File: config.mk
export PLATFORM = sky130hd
export DESIGN_NAME = bp_update_queue
export DESIGN_NICKNAME = d
export VERILOG_FILES = /design/src/rtl/bp_update_queue_pkg.sv /design/src/rtl/bp_update_queue_compact.sv /design/src/rtl/bp_update_queue.sv
export SDC_FILE = /design/constraint.sdc
export NUM_CORES = 1
export LEC_CHECK = 0
export ABC_AREA = 1
export CORE_MARGIN = 4
export CORE_UTILIZATION = 35
export CTS_CLUSTER_DIAMETER = 60
export DETAILED_ROUTE_END_ITERATION = 10
export HOLD_SLACK_MARGIN = 0.15
export MAX_ROUTING_LAYER = met4
export PLACE_DENSITY = 0.49
export SETUP_SLACK_MARGIN = 0.2
export SYNTH_ARGS = -nofsm -noshare
export SYNTH_HDL_FRONTEND = slang
export SYNTH_SLANG_ARGS = --single-unit
File: constraint.sdc
create_clock -name clock -period 13.1 [get_ports clock]
set_clock_uncertainty 0.15 [all_clocks]
set_input_delay 2.62 -clock clock [delete_from_list [all_inputs] [get_ports clock]]
set_output_delay 2.62 -clock clock [all_outputs]
set_load 0.02 [all_outputs]
File: src/rtl/bp_update_queue_pkg.sv
// Shared definitions for the branch-predictor training update queue.
// Contents:
//   BPQ_RETIRE_WIDTH  default number of retire lanes sampled per cycle
//   BPQ_DEPTH         default queue depth (power of two)
//   bp_update_packet_t  one training update {pc, taken, target}; the
//                       predictor's update port uses the same struct.
package bp_update_queue_pkg;

  localparam int BPQ_RETIRE_WIDTH = 2;
  localparam int BPQ_DEPTH        = 8;

  typedef struct packed {
    logic [31:0] pc;
    logic        taken;
    logic [31:0] target;
  } bp_update_packet_t;

endpackage

File: src/rtl/bp_update_queue_compact.sv
// Combinational lane compaction for the update queue.
// Packs the valid retire lanes, in lane order, into the low slots of
// packets[], clipping to the number of free queue entries.
// Ports:
//   retire_valid/pc/taken/target  per-lane retired-branch outcome, lane 0 oldest
//   free_slots                    entries the queue can still accept this cycle
//   packets                       compacted packets; slot k holds the k-th accepted lane
//   write_mask                    per-lane mask of lanes actually accepted
//   enq_n                         number of accepted lanes (popcount of write_mask)
//   drop                          at least one valid lane did not fit
module bp_update_queue_compact
  import bp_update_queue_pkg::*;
#(
  parameter int RETIRE_WIDTH = BPQ_RETIRE_WIDTH,
  parameter int CNT_W        = $clog2(BPQ_DEPTH) + 1
) (
  input  logic [RETIRE_WIDTH-1:0]       retire_valid,
  input  logic [RETIRE_WIDTH-1:0][31:0] retire_pc,
  input  logic [RETIRE_WIDTH-1:0]       retire_taken,
  input  logic [RETIRE_WIDTH-1:0][31:0] retire_target,
  input  logic [CNT_W-1:0]              free_slots,
  output bp_update_packet_t             packets [RETIRE_WIDTH],
  output logic [RETIRE_WIDTH-1:0]       write_mask,
  output logic [CNT_W-1:0]              enq_n,
  output logic                          drop
);

  // rank[i] = number of valid lanes below lane i, i.e. its compacted slot.
  logic [CNT_W-1:0] rank [RETIRE_WIDTH];
  logic [CNT_W-1:0] raw_n;

  always_comb begin
    raw_n      = '0;
    enq_n      = '0;
    write_mask = '0;
    for (int i = 0; i < RETIRE_WIDTH; i++) begin
      rank[i]       = raw_n;
      // Older lanes claim free entries first, so excess is dropped from
      // the highest lane downwards.
      write_mask[i] = retire_valid[i] && (raw_n < free_slots);
      raw_n         = raw_n + CNT_W'(retire_valid[i]);
      enq_n         = enq_n + CNT_W'(write_mask[i]);
    end
    drop = (raw_n > free_slots);

    for (int j = 0; j < RETIRE_WIDTH; j++) begin
      packets[j] = '0;
      for (int i = 0; i < RETIRE_WIDTH; i++) begin
        if (write_mask[i] && (rank[i] == CNT_W'(j))) begin
          packets[j] = '{pc: retire_pc[i], taken: retire_taken[i], target: retire_target[i]};
        end
      end
    end
  end

endmodule

File: src/rtl/bp_update_queue.sv
// Branch-predictor training update queue.
// Buffers up to RETIRE_WIDTH retired-branch outcomes per cycle in a circular
// FIFO and offers one update per cycle to the predictor.
// Ports:
//   clock, reset         clock and synchronous active-high reset
//   retire_*             per-lane retired-branch outcomes, lane 0 oldest
//   free_slots           DEPTH - count, from registered state only
//   upd_valid/pc/taken/target, upd_ready   predictor update handshake
//   overflow             sticky: a valid lane was dropped for lack of space
//
// Handshake: an update transfers on a rising clock edge where
// upd_valid && upd_ready. While upd_valid && !upd_ready the upd_* payload
// holds stable. upd_ready is ignored while upd_valid is low, and nothing
// from upd_ready reaches free_slots combinationally.
module bp_update_queue
  import bp_update_queue_pkg::*;
#(
  parameter int RETIRE_WIDTH = BPQ_RETIRE_WIDTH,
  parameter int DEPTH        = BPQ_DEPTH,
  parameter int CNT_W        = $clog2(DEPTH) + 1
) (
  input  logic                          clock,
  input  logic                          reset,
  input  logic [RETIRE_WIDTH-1:0]       retire_valid,
  input  logic [RETIRE_WIDTH-1:0][31:0] retire_pc,
  input  logic [RETIRE_WIDTH-1:0]       retire_taken,
  input  logic [RETIRE_WIDTH-1:0][31:0] retire_target,
  output logic [CNT_W-1:0]              free_slots,
  output logic                          upd_valid,
  output logic [31:0]                   upd_pc,
  output logic                          upd_taken,
  output logic [31:0]                   upd_target,
  input  logic                          upd_ready,
  output logic                          overflow
);

  localparam int PTR_W = $clog2(DEPTH);

  bp_update_packet_t       mem [DEPTH];
  logic [PTR_W-1:0]        head;
  logic [PTR_W-1:0]        tail;
  logic [CNT_W-1:0]        count;

  bp_update_packet_t       packets [RETIRE_WIDTH];
  logic [RETIRE_WIDTH-1:0] write_mask;
  logic [CNT_W-1:0]        enq_n;
  logic                    drop;
  logic                    any_write;
  logic                    deq;

  assign free_slots = CNT_W'(DEPTH) - count;

  bp_update_queue_compact #(
    .RETIRE_WIDTH (RETIRE_WIDTH),
    .CNT_W        (CNT_W)
  ) u_compact (
    .retire_valid  (retire_valid),
    .retire_pc     (retire_pc),
    .retire_taken  (retire_taken),
    .retire_target (retire_target),
    .free_slots    (free_slots),
    .packets       (packets),
    .write_mask    (write_mask),
    .enq_n         (enq_n),
    .drop          (drop)
  );

  assign any_write = |write_mask;

  // Masked during the reset cycle so stale entries are never offered.
  assign upd_valid  = (count != '0) && !reset;
  assign deq        = upd_valid && upd_ready;
  assign upd_pc     = mem[head].pc;
  assign upd_taken  = mem[head].taken;
  assign upd_target = mem[head].target;

  // Payload storage carries no reset; entries are only read once counted.
  // Pointer width is log2(DEPTH), so tail + k wraps modulo DEPTH for free.
  always_ff @(posedge clock) begin
    if (any_write) begin
      for (int k = 0; k < RETIRE_WIDTH; k++) begin
        if (CNT_W'(k) < enq_n) begin
          mem[tail + PTR_W'(k)] <= packets[k];
        end
      end
    end
  end

  always_ff @(posedge clock) begin
    if (reset) begin
      head     <= '0;
      tail     <= '0;
      count    <= '0;
      overflow <= 1'b0;
    end else begin
      tail  <= tail + enq_n[PTR_W-1:0];
      count <= count + enq_n - CNT_W'(deq);
      if (deq) begin
        head <= head + PTR_W'(1);
      end
      if (drop) begin
        overflow <= 1'b1;
      end
    end
  end

endmodule

==> impl_metrics.xml, run 1 <==
<?xml version="1.0" encoding="UTF-8"?>
<metrics>
  <group name="setup_path">
    <metric name="timing.critical_path.cells" unit="">buf_4 -&gt; buf_4 -&gt; nor2_1 -&gt; o32ai_1 -&gt; nand2_1 -&gt; nand2_1 -&gt; clkdlybuf4s50_1</metric>
    <metric name="crit_family" unit="">buffers and inverters</metric>
    <metric name="nature_of_the_critical_path_endpoint" unit="">output port</metric>
    <metric name="worstPathMaxFanout" unit="">78</metric>
    <metric name="cp.buffers_inverters" unit="">3</metric>
    <metric name="worst_path_largest_cell_delay" unit="ns">0.87</metric>
    <metric name="rr_startpoint" unit="">count[0]$_SDFF_PP0_</metric>
    <metric name="timing.setup.critical_path_class" unit="">register to output port</metric>
    <metric name="cp.required" unit="ns">10.33</metric>
    <metric name="critPathArrivalTime" unit="ns">4.30</metric>
    <metric name="crit_path_start_kind" unit="">register</metric>
    <metric name="standard_cell_with_the_maximum_stage_delay_on_the_critical_path" unit="">sky130_fd_sc_hd__buf_4</metric>
  </group>
  <group name="cts">
    <metric name="clkTransAtPathRegs" unit="ns">0.05</metric>
    <metric name="post_cts.resized_instances" unit="">0</metric>
    <metric name="cts_root_buffer" unit="">sky130_fd_sc_hd__clkbuf_16</metric>
    <metric name="cts_post_setup_buffers_inserted" unit="">0</metric>
    <metric name="tritoncts" unit="">built</metric>
    <metric name="clock_sink_count" unit="">534</metric>
    <metric name="cts.path.max_buffers" unit="">3</metric>
    <metric name="clock_tree.htree_level_count" unit="">3</metric>
    <metric name="ctsHoldBuffers" unit="">0</metric>
    <metric name="worstSkewPairLatency" unit="ns">0.59</metric>
    <metric name="cts_made_buffers" unit="">67</metric>
  </group>
  <group name="global_route">
    <metric name="groute.layer.met1.usage" unit="%">33.1</metric>
    <metric name="grt_remaining_overflow" unit="">0</metric>
    <metric name="gr-usage-met3" unit="%">2.86</metric>
    <metric name="grt_use_met2" unit="%">40.3</metric>
    <metric name="antenna_found_initial" unit="">1</metric>
    <metric name="wire_length_of_the_first_global_routing_pass" unit="mm">163</metric>
    <metric name="gr_usage_total" unit="%">24.8</metric>
    <metric name="pin_count_of_the_biggest_net_entering_global_routing" unit="">120</metric>
    <metric name="grt_busiest_layer" unit="">met2</metric>
    <metric name="via_count_of_the_first_global_routing_pass" unit="">24800</metric>
  </group>
  <group name="floorplan">
    <metric name="area_of_the_die" unit="µm²">88500</metric>
    <metric name="rows" unit="">105</metric>
    <metric name="io_count" unit="">206</metric>
    <metric name="die_width" unit="µm">297</metric>
    <metric name="core_box_area" unit="µm²">82600</metric>
    <metric name="initial_cell_density_of_the_core" unit="%">35.5</metric>
    <metric name="die_h" unit="µm">297</metric>
  </group>
  <group name="hold_path">
    <metric name="hp-class" unit="">register to register</metric>
    <metric name="min-delay-start" unit="">overflow$_SDFFE_PP0N_</metric>
  </group>
  <group name="pwr">
    <metric name="comb_power_share" unit="%">37.3</metric>
    <metric name="post-layout-total-power" unit="mW">6.86</metric>
    <metric name="share_clk_of_total_power" unit="%">25.3</metric>
    <metric name="power.net_switching" unit="mW">2.66</metric>
    <metric name="peakVddDrop" unit="µV">116</metric>
    <metric name="power_frac_seq" unit="%">37.4</metric>
    <metric name="power_density_over_cell_area" unit="nW/µm²">201</metric>
    <metric name="intPower" unit="mW">4.19</metric>
    <metric name="static-leakage-power" unit="nW">14.3</metric>
    <metric name="power_switching_share" unit="%">38.8</metric>
  </group>
  <group name="synth">
    <metric name="syn_avg_cell_area" unit="µm²">8.02</metric>
    <metric name="synth-warning-count" unit="">0</metric>
    <metric name="ys_types" unit="">27</metric>
    <metric name="synthesis.area" unit="µm²">29300</metric>
    <metric name="synth_sequential_area_ratio" unit="%">54.2</metric>
    <metric name="postSynthNetCount" unit="">3810</metric>
    <metric name="postSynthCellCount" unit="">3656</metric>
    <metric name="ys_ff_latch" unit="">534</metric>
  </group>
  <group name="sta">
    <metric name="timing.final.setup_violations" unit="">0</metric>
    <metric name="max-slew-margin-rel" unit="%">26.0</metric>
    <metric name="post-route-min-period" unit="ns">7.07</metric>
    <metric name="timing_max_transition_violations_final" unit="">0</metric>
    <metric name="report.final.hold_viol_count" unit="">0</metric>
    <metric name="fin_setup_tns" unit="ns">0</metric>
    <metric name="clock.fmax" unit="MHz">141</metric>
    <metric name="worst-slew-pin-transition" unit="ns">1.11</metric>
    <metric name="finalCritPeriodShare" unit="%">54.0</metric>
    <metric name="rsz0062_at_grt" unit="">no</metric>
  </group>
  <group name="cells_and_area">
    <metric name="n_fill_cell" unit="">8234</metric>
    <metric name="register_cell_area_after_layout" unit="µm²">15900</metric>
    <metric name="finish.net_count" unit="">3869</metric>
    <metric name="utilization" unit="%">41.2</metric>
    <metric name="diodes_inserted" unit="">0</metric>
    <metric name="footprint_of_the_multi_input_gates" unit="µm²">12000</metric>
    <metric name="syn2layout_area_growth" unit="%">16.1</metric>
    <metric name="post_route_cells_drive_above_1_share" unit="%">5.64</metric>
  </group>
  <group name="drt">
    <metric name="detailedRoute.firstIterationViolations" unit="">2279</metric>
    <metric name="wl" unit="mm">109</metric>
    <metric name="drt-vias-per-instance" unit="">5.25</metric>
    <metric name="routed_wire_length_per_instance" unit="µm">22.5</metric>
    <metric name="dr.pass1.iters" unit="">5</metric>
    <metric name="route.detailed.drc" unit="">0</metric>
    <metric name="routed-via-count" unit="">25400</metric>
    <metric name="detail-route-antenna-nets" unit="">0</metric>
  </group>
  <group name="outcome">
    <metric name="status" unit="">complete, no violations</metric>
  </group>
  <group name="place">
    <metric name="place_hpwl" unit="mm">58.3</metric>
    <metric name="routabilityCongestion" unit="">0.772</metric>
    <metric name="port_buffer_count" unit="">205</metric>
  </group>
  <group name="job">
    <metric name="drv_cap" unit="">0</metric>
  </group>
</metrics>
## through the flow
step | instance area [µm²] | hold slack, ns | setup WS [ns] | std cells
after floorplan | 29300 | 0.312 | 4.18 | 3656
after global placement | 32100 | 0.290 | 6.11 | 4716
after detailed placement | 32100 | 0.301 | 6.08 | 4716
after CTS | 34100 | 0.309 | 5.97 | 4832
after global routing | 34100 | 0.338 | 5.83 | 4832
final | 34100 | 0.308 | 6.03 | 4832
## synthesized netlist by cell type
| cell type | number | area (µm²) |
|---|---|---|
| sky130_fd_sc_hd__nor2_1 | 421 | 1580 |
| sky130_fd_sc_hd__o32ai_1 | 130 | 1140 |
| sky130_fd_sc_hd__dfxtp_1 | 14 | 280 |
| sky130_fd_sc_hd__buf_1 | 18 | 67.6 |
| sky130_fd_sc_hd__clkbuf_1 | 116 | 435 |
| sky130_fd_sc_hd__nor2_2 | 44 | 275 |
| sky130_fd_sc_hd__nand3_1 | 69 | 345 |
| sky130_fd_sc_hd__buf_4 | 11 | 82.6 |
| sky130_fd_sc_hd__nor3b_1 | 2 | 15.0 |
| sky130_fd_sc_hd__o21ai_0 | 139 | 696 |
| sky130_fd_sc_hd__edfxtp_1 | 520 | 15600 |
| sky130_fd_sc_hd__inv_1 | 105 | 394 |
| sky130_fd_sc_hd__xor2_1 | 3 | 26.3 |
| sky130_fd_sc_hd__inv_2 | 6 | 22.5 |
| sky130_fd_sc_hd__buf_6 | 6 | 67.6 |
| sky130_fd_sc_hd__buf_2 | 105 | 526 |
| sky130_fd_sc_hd__o21a_1 | 2 | 15.0 |
| sky130_fd_sc_hd__nand4_1 | 65 | 407 |
| sky130_fd_sc_hd__nand3_2 | 2 | 20.0 |
| sky130_fd_sc_hd__o2111ai_1 | 1 | 8.76 |
| sky130_fd_sc_hd__nand2_1 | 1839 | 6900 |
| sky130_fd_sc_hd__nor2_4 | 10 | 113 |
| sky130_fd_sc_hd__a21oi_1 | 7 | 35.0 |
| sky130_fd_sc_hd__nor3_1 | 1 | 5.00 |
| sky130_fd_sc_hd__or2_1 | 1 | 6.26 |
| sky130_fd_sc_hd__fa_1 | 2 | 40.0 |
| sky130_fd_sc_hd__ha_1 | 17 | 213 |
## area by class of cell
type	count	area share (%)
sequential	534	46.7
multi-input combinational	2755	35.3
timing repair buffer	246	6.92
clock buffer	89	5.47
tap	1070	3.93
inverter	111	1.32
clock inverter	27	0.386
## metal layers
metal / up-vias / part of all wire [%]
met5: - / 0
met4: 0 / 2.4
met3: 162 / 5.9
met2: 873 / 47
met1: 12200 / 45
li1: 12100 / -
## state kept, by name, indices dropped and copies added, names as in the netlist, named ones only
signal    count
tail          3
count         4
overflow      1
mem         520
head          3
## layout by cell type, fill, tap and decap left out, types with 65 or more instances in the layout
master / netlist / routed
sky130_fd_sc_hd__o32ai_1: 130 / 130
sky130_fd_sc_hd__inv_1: 105 / 99
sky130_fd_sc_hd__nand3_1: 69 / 68
sky130_fd_sc_hd__nand4_1: 65 / 65
sky130_fd_sc_hd__nor2_1: 421 / 417
sky130_fd_sc_hd__edfxtp_1: 520 / 520
sky130_fd_sc_hd__clkbuf_16: 0 / 71
sky130_fd_sc_hd__nand2_1: 1839 / 1839
sky130_fd_sc_hd__clkdlybuf4s50_1: 0 / 203
sky130_fd_sc_hd__o21ai_0: 139 / 131
## power by group through the flow
stage | sequential [mW] | combinational [mW] | clock (mW)
after floorplan | 2.64 | 1.53 | 0
after global placement | 2.59 | 2.56 | 0
after detailed placement | 2.60 | 2.57 | 0
after CTS | 2.57 | 2.58 | 1.76
after global routing | 2.59 | 2.83 | 1.83
final | 2.56 | 2.56 | 1.74
## worst paths after layout
kind	end	slack [ns]	cells after the start
max	upd_target[8]	6.03	7
min	overflow$_SDFFE_PP0N_	0.31	2
max reg2reg	mem[3][49]$_DFFE_PP_	8.29	12
min reg2reg	overflow$_SDFFE_PP0N_	0.31	2
## worst register-to-register path: cells and delay by family (launching register included)
family / cells / cell delay (ns)
AND/OR/NAND/NOR: 4 / 1.13
adder cells (fa/ha/maj): 2 / 0.44
buffers and inverters: 4 / 1.48
AO/OA/AOI/OAI: 1 / 0.49
XOR/XNOR: 1 / 0.26
flip-flops: 1 / 0.44
## kinds of logic after synthesis
logic type	after synthesis	share of synthesized area, %
compound gates	279	6.45
xor+xnor	3	0.0896
fa+ha+maj	19	0.862
simple gates	2454	33.0
buf+inv	367	5.44
flops	534	54.2
(Power assumes the default switching activity.)
==> run 2, diff against run 1 <==
Settings changed: PLACE_DENSITY 0.49 to 0.51.
Clock period 13.1 ns to 6.04 ns, I/O delays scaled along.
==> run 2 against run 1 <==
  * Via count up 0.71%
  * Worst setup slack got worse by 4.9 ns
  * Clock power is 120% higher
  * Cell count is 0.35% higher
  * Global-route usage up 0.061 points
  * Largest cell class unchanged
  * Combinational power increased by 120%
  * Design area increased by 0.62%
  * Critical path depth down 1
  * First-iteration DRC count rose by 17%
==> impl_metrics.xml, run 2 (synthesized netlist as in run 1, its figures left out) <==
<?xml version="1.0" encoding="UTF-8"?>
<metrics>
  <group name="cts">
    <metric name="cts_root_buffer" unit="">sky130_fd_sc_hd__clkbuf_16</metric>
    <metric name="ctsHoldBuffers" unit="">0</metric>
    <metric name="cts_made_buffers" unit="">66</metric>
    <metric name="tritoncts" unit="">built</metric>
    <metric name="clock_tree.htree_level_count" unit="">3</metric>
    <metric name="cts_post_setup_buffers_inserted" unit="">0</metric>
    <metric name="cts.path.max_buffers" unit="">3</metric>
    <metric name="worstSkewPairLatency" unit="ns">0.59</metric>
    <metric name="clock_sink_count" unit="">534</metric>
    <metric name="clkTransAtPathRegs" unit="ns">0.05</metric>
    <metric name="post_cts.resized_instances" unit="">0</metric>
  </group>
  <group name="setup_path">
    <metric name="worstPathMaxFanout" unit="">66</metric>
    <metric name="timing.critical_path.cells" unit="">buf_4 -&gt; nor2_1 -&gt; o32ai_1 -&gt; nand2_1 -&gt; nand2_1 -&gt; clkdlybuf4s50_1</metric>
    <metric name="standard_cell_with_the_maximum_stage_delay_on_the_critical_path" unit="">sky130_fd_sc_hd__dfxtp_4</metric>
    <metric name="nature_of_the_critical_path_endpoint" unit="">output port</metric>
    <metric name="critPathArrivalTime" unit="ns">3.60</metric>
    <metric name="timing.setup.critical_path_class" unit="">register to output port</metric>
    <metric name="worst_path_largest_cell_delay" unit="ns">0.76</metric>
    <metric name="cp.required" unit="ns">4.68</metric>
    <metric name="cp.buffers_inverters" unit="">2</metric>
    <metric name="crit_path_start_kind" unit="">register</metric>
    <metric name="crit_family" unit="">buffers and inverters</metric>
    <metric name="critical_path.most_common_cell" unit="">sky130_fd_sc_hd__nand2_1</metric>
  </group>
  <group name="cells_and_area">
    <metric name="flip_flop_count_of_the_largest_register_after_layout" unit="">520</metric>
    <metric name="n_fill_cell" unit="">8240</metric>
    <metric name="most_common_cell_after_layout_fill_and_taps_aside" unit="">sky130_fd_sc_hd__nand2_1</metric>
    <metric name="final_cell_mix" unit="">sky130_fd_sc_hd__nand2_1 (1839), sky130_fd_sc_hd__edfxtp_1 (520), sky130_fd_sc_hd__nor2_1 (417), sky130_fd_sc_hd__clkdlybuf4s50_1 (203), sky130_fd_sc_hd__o21ai_0 (131)</metric>
    <metric name="post_route_cells_drive_above_1_share" unit="%">5.93</metric>
    <metric name="register_cell_area_after_layout" unit="µm²">15900</metric>
    <metric name="footprint_of_the_multi_input_gates" unit="µm²">12000</metric>
    <metric name="finish.net_count" unit="">3883</metric>
    <metric name="registers.top_by_ff_count" unit="">mem</metric>
    <metric name="layout_top_registers" unit="">mem (520), count (4)</metric>
    <metric name="syn2layout_area_growth" unit="%">16.8</metric>
  </group>
  <group name="global_route">
    <metric name="gr_usage_total" unit="%">24.8</metric>
    <metric name="wire_length_of_the_first_global_routing_pass" unit="mm">162</metric>
    <metric name="groute.layer.met1.usage" unit="%">32.9</metric>
    <metric name="pin_count_of_the_biggest_net_entering_global_routing" unit="">116</metric>
    <metric name="gr-usage-met3" unit="%">3.15</metric>
    <metric name="via_count_of_the_first_global_routing_pass" unit="">24700</metric>
    <metric name="grt_use_met2" unit="%">40.5</metric>
    <metric name="antenna_found_initial" unit="">0</metric>
    <metric name="grt_remaining_overflow" unit="">0</metric>
    <metric name="grt_busiest_layer" unit="">met2</metric>
  </group>
  <group name="sta">
    <metric name="report.final.hold_viol_count" unit="">0</metric>
    <metric name="max-slew-margin-rel" unit="%">15.8</metric>
    <metric name="post-route-min-period" unit="ns">4.95</metric>
    <metric name="whs" unit="ns">0.301</metric>
    <metric name="clock.fmax" unit="MHz">202</metric>
    <metric name="timing_max_transition_violations_final" unit="">0</metric>
    <metric name="fin_setup_tns" unit="ns">0</metric>
    <metric name="timing.final.ws_setup" unit="ns">1.09</metric>
    <metric name="finalCritPeriodShare" unit="%">82.0</metric>
    <metric name="worst-slew-pin-transition" unit="ns">1.26</metric>
    <metric name="rsz0062_at_grt" unit="">no</metric>
    <metric name="timing.final.setup_violations" unit="">0</metric>
  </group>
  <group name="drt">
    <metric name="routed-via-count" unit="">25500</metric>
    <metric name="drt-vias-per-instance" unit="">5.27</metric>
    <metric name="detail-route-antenna-nets" unit="">0</metric>
    <metric name="detailedRoute.firstIterationViolations" unit="">2674</metric>
    <metric name="route.detailed.drc" unit="">0</metric>
    <metric name="wl" unit="mm">109</metric>
    <metric name="dr.pass1.iters" unit="">7</metric>
    <metric name="routed_wire_length_per_instance" unit="µm">22.6</metric>
  </group>
  <group name="place">
    <metric name="preCtsSetupSlack" unit="ns">1.27</metric>
    <metric name="port_buffer_count" unit="">205</metric>
    <metric name="place_hpwl" unit="mm">57.9</metric>
    <metric name="routabilityCongestion" unit="">0.767</metric>
  </group>
  <group name="floorplan">
    <metric name="initial_cell_density_of_the_core" unit="%">35.5</metric>
    <metric name="die_width" unit="µm">297</metric>
    <metric name="area_of_the_die" unit="µm²">88500</metric>
    <metric name="rows" unit="">105</metric>
    <metric name="io_count" unit="">206</metric>
    <metric name="core_box_area" unit="µm²">82600</metric>
    <metric name="die_h" unit="µm">297</metric>
  </group>
  <group name="hold_path">
    <metric name="hp-class" unit="">register to register</metric>
  </group>
  <group name="pwr">
    <metric name="static-leakage-power" unit="nW">14.4</metric>
    <metric name="post-layout-total-power" unit="mW">14.9</metric>
    <metric name="power_density_over_cell_area" unit="nW/µm²">435</metric>
    <metric name="peakVddDrop" unit="µV">245</metric>
  </group>
  <group name="job">
    <metric name="drv_cap" unit="">0</metric>
  </group>
  <group name="outcome">
    <metric name="status" unit="">complete, no violations</metric>
  </group>
</metrics>
==> run 2: changes by cell type in the layout (fill, tap and decap cells not counted) <==
cell	before	now
sky130_fd_sc_hd__buf_4	43	50
sky130_fd_sc_hd__buf_12	0	8
sky130_fd_sc_hd__bufinv_16	0	1
sky130_fd_sc_hd__inv_4	9	0
sky130_fd_sc_hd__clkinvlp_4	3	1
sky130_fd_sc_hd__clkinv_2	8	16
sky130_fd_sc_hd__inv_6	2	3
sky130_fd_sc_hd__clkbuf_8	2	0
sky130_fd_sc_hd__diode_2	0	1
sky130_fd_sc_hd__clkinv_1	15	10
sky130_fd_sc_hd__clkbuf_1	16	25
==> run 2: power by group <==
group / switching [mW] / total, mW / leakage (nW) / internal (mW)
sequential: 0.209 / 5.55 / 4.96 / 5.34
combinational: 3.98 / 5.60 / 8.47 / 1.62
clock: 1.57 / 3.77 / 0.971 / 2.19
==> run 2: worst paths after layout <==
kind	from	endpoint	slack [ns]	depth (start not counted)
worst max-delay path	register	upd_pc[9]	1.09	6
worst min-delay path	overflow$_SDFFE_PP0N_	overflow$_SDFFE_PP0N_	0.30	2
worst max register to register	count[0]$_SDFF_PP0_	mem[4][10]$_DFFE_PP_	1.24	14
worst min register to register	overflow$_SDFFE_PP0N_	overflow$_SDFFE_PP0N_	0.30	2
==> run 2: worst min-delay path: cells and delay by family, from the launching register on <==
kind / cells / cell delay, ns
compound gates: 1 / 0.05
buf+inv: 1 / 0.05
flops: 1 / 0.30
==> run 2: routing by layer <==
| layer | wire, µm | share of wire, % | up-vias |
|---|---|---|---|
| met5 | 0 | 0 | - |
| met1 | 47200 | 43 | 12300 |
| met2 | 51900 | 47 | 985 |
| met3 | 7790 | 7.1 | 178 |
| li1 | - | - | 12100 |
| met4 | 2520 | 2.3 | 0 |
==> run 2: through the flow <==
stage          utilization [%]  instance area [µm²]  instances
3_3_place_gp              39.0                32300       4731
2_1_floorplan                -                29300       3656
5_1_grt                   41.5                34300       4848
6_report                  41.5                34300       4849
3_5_place_dp              39.0                32300       4731
4_1_cts                   41.5                34300       4848
==> run 2: cell type report <==
class                      count  area share [%]
sequential                   534            46.4
multi-input combinational   2755            35.0
timing repair buffer         261            7.49
clock buffer                  96            5.46
tap                         1070            3.91
inverter                     111            1.27
clock inverter                21           0.383
antenna                        1         0.00730
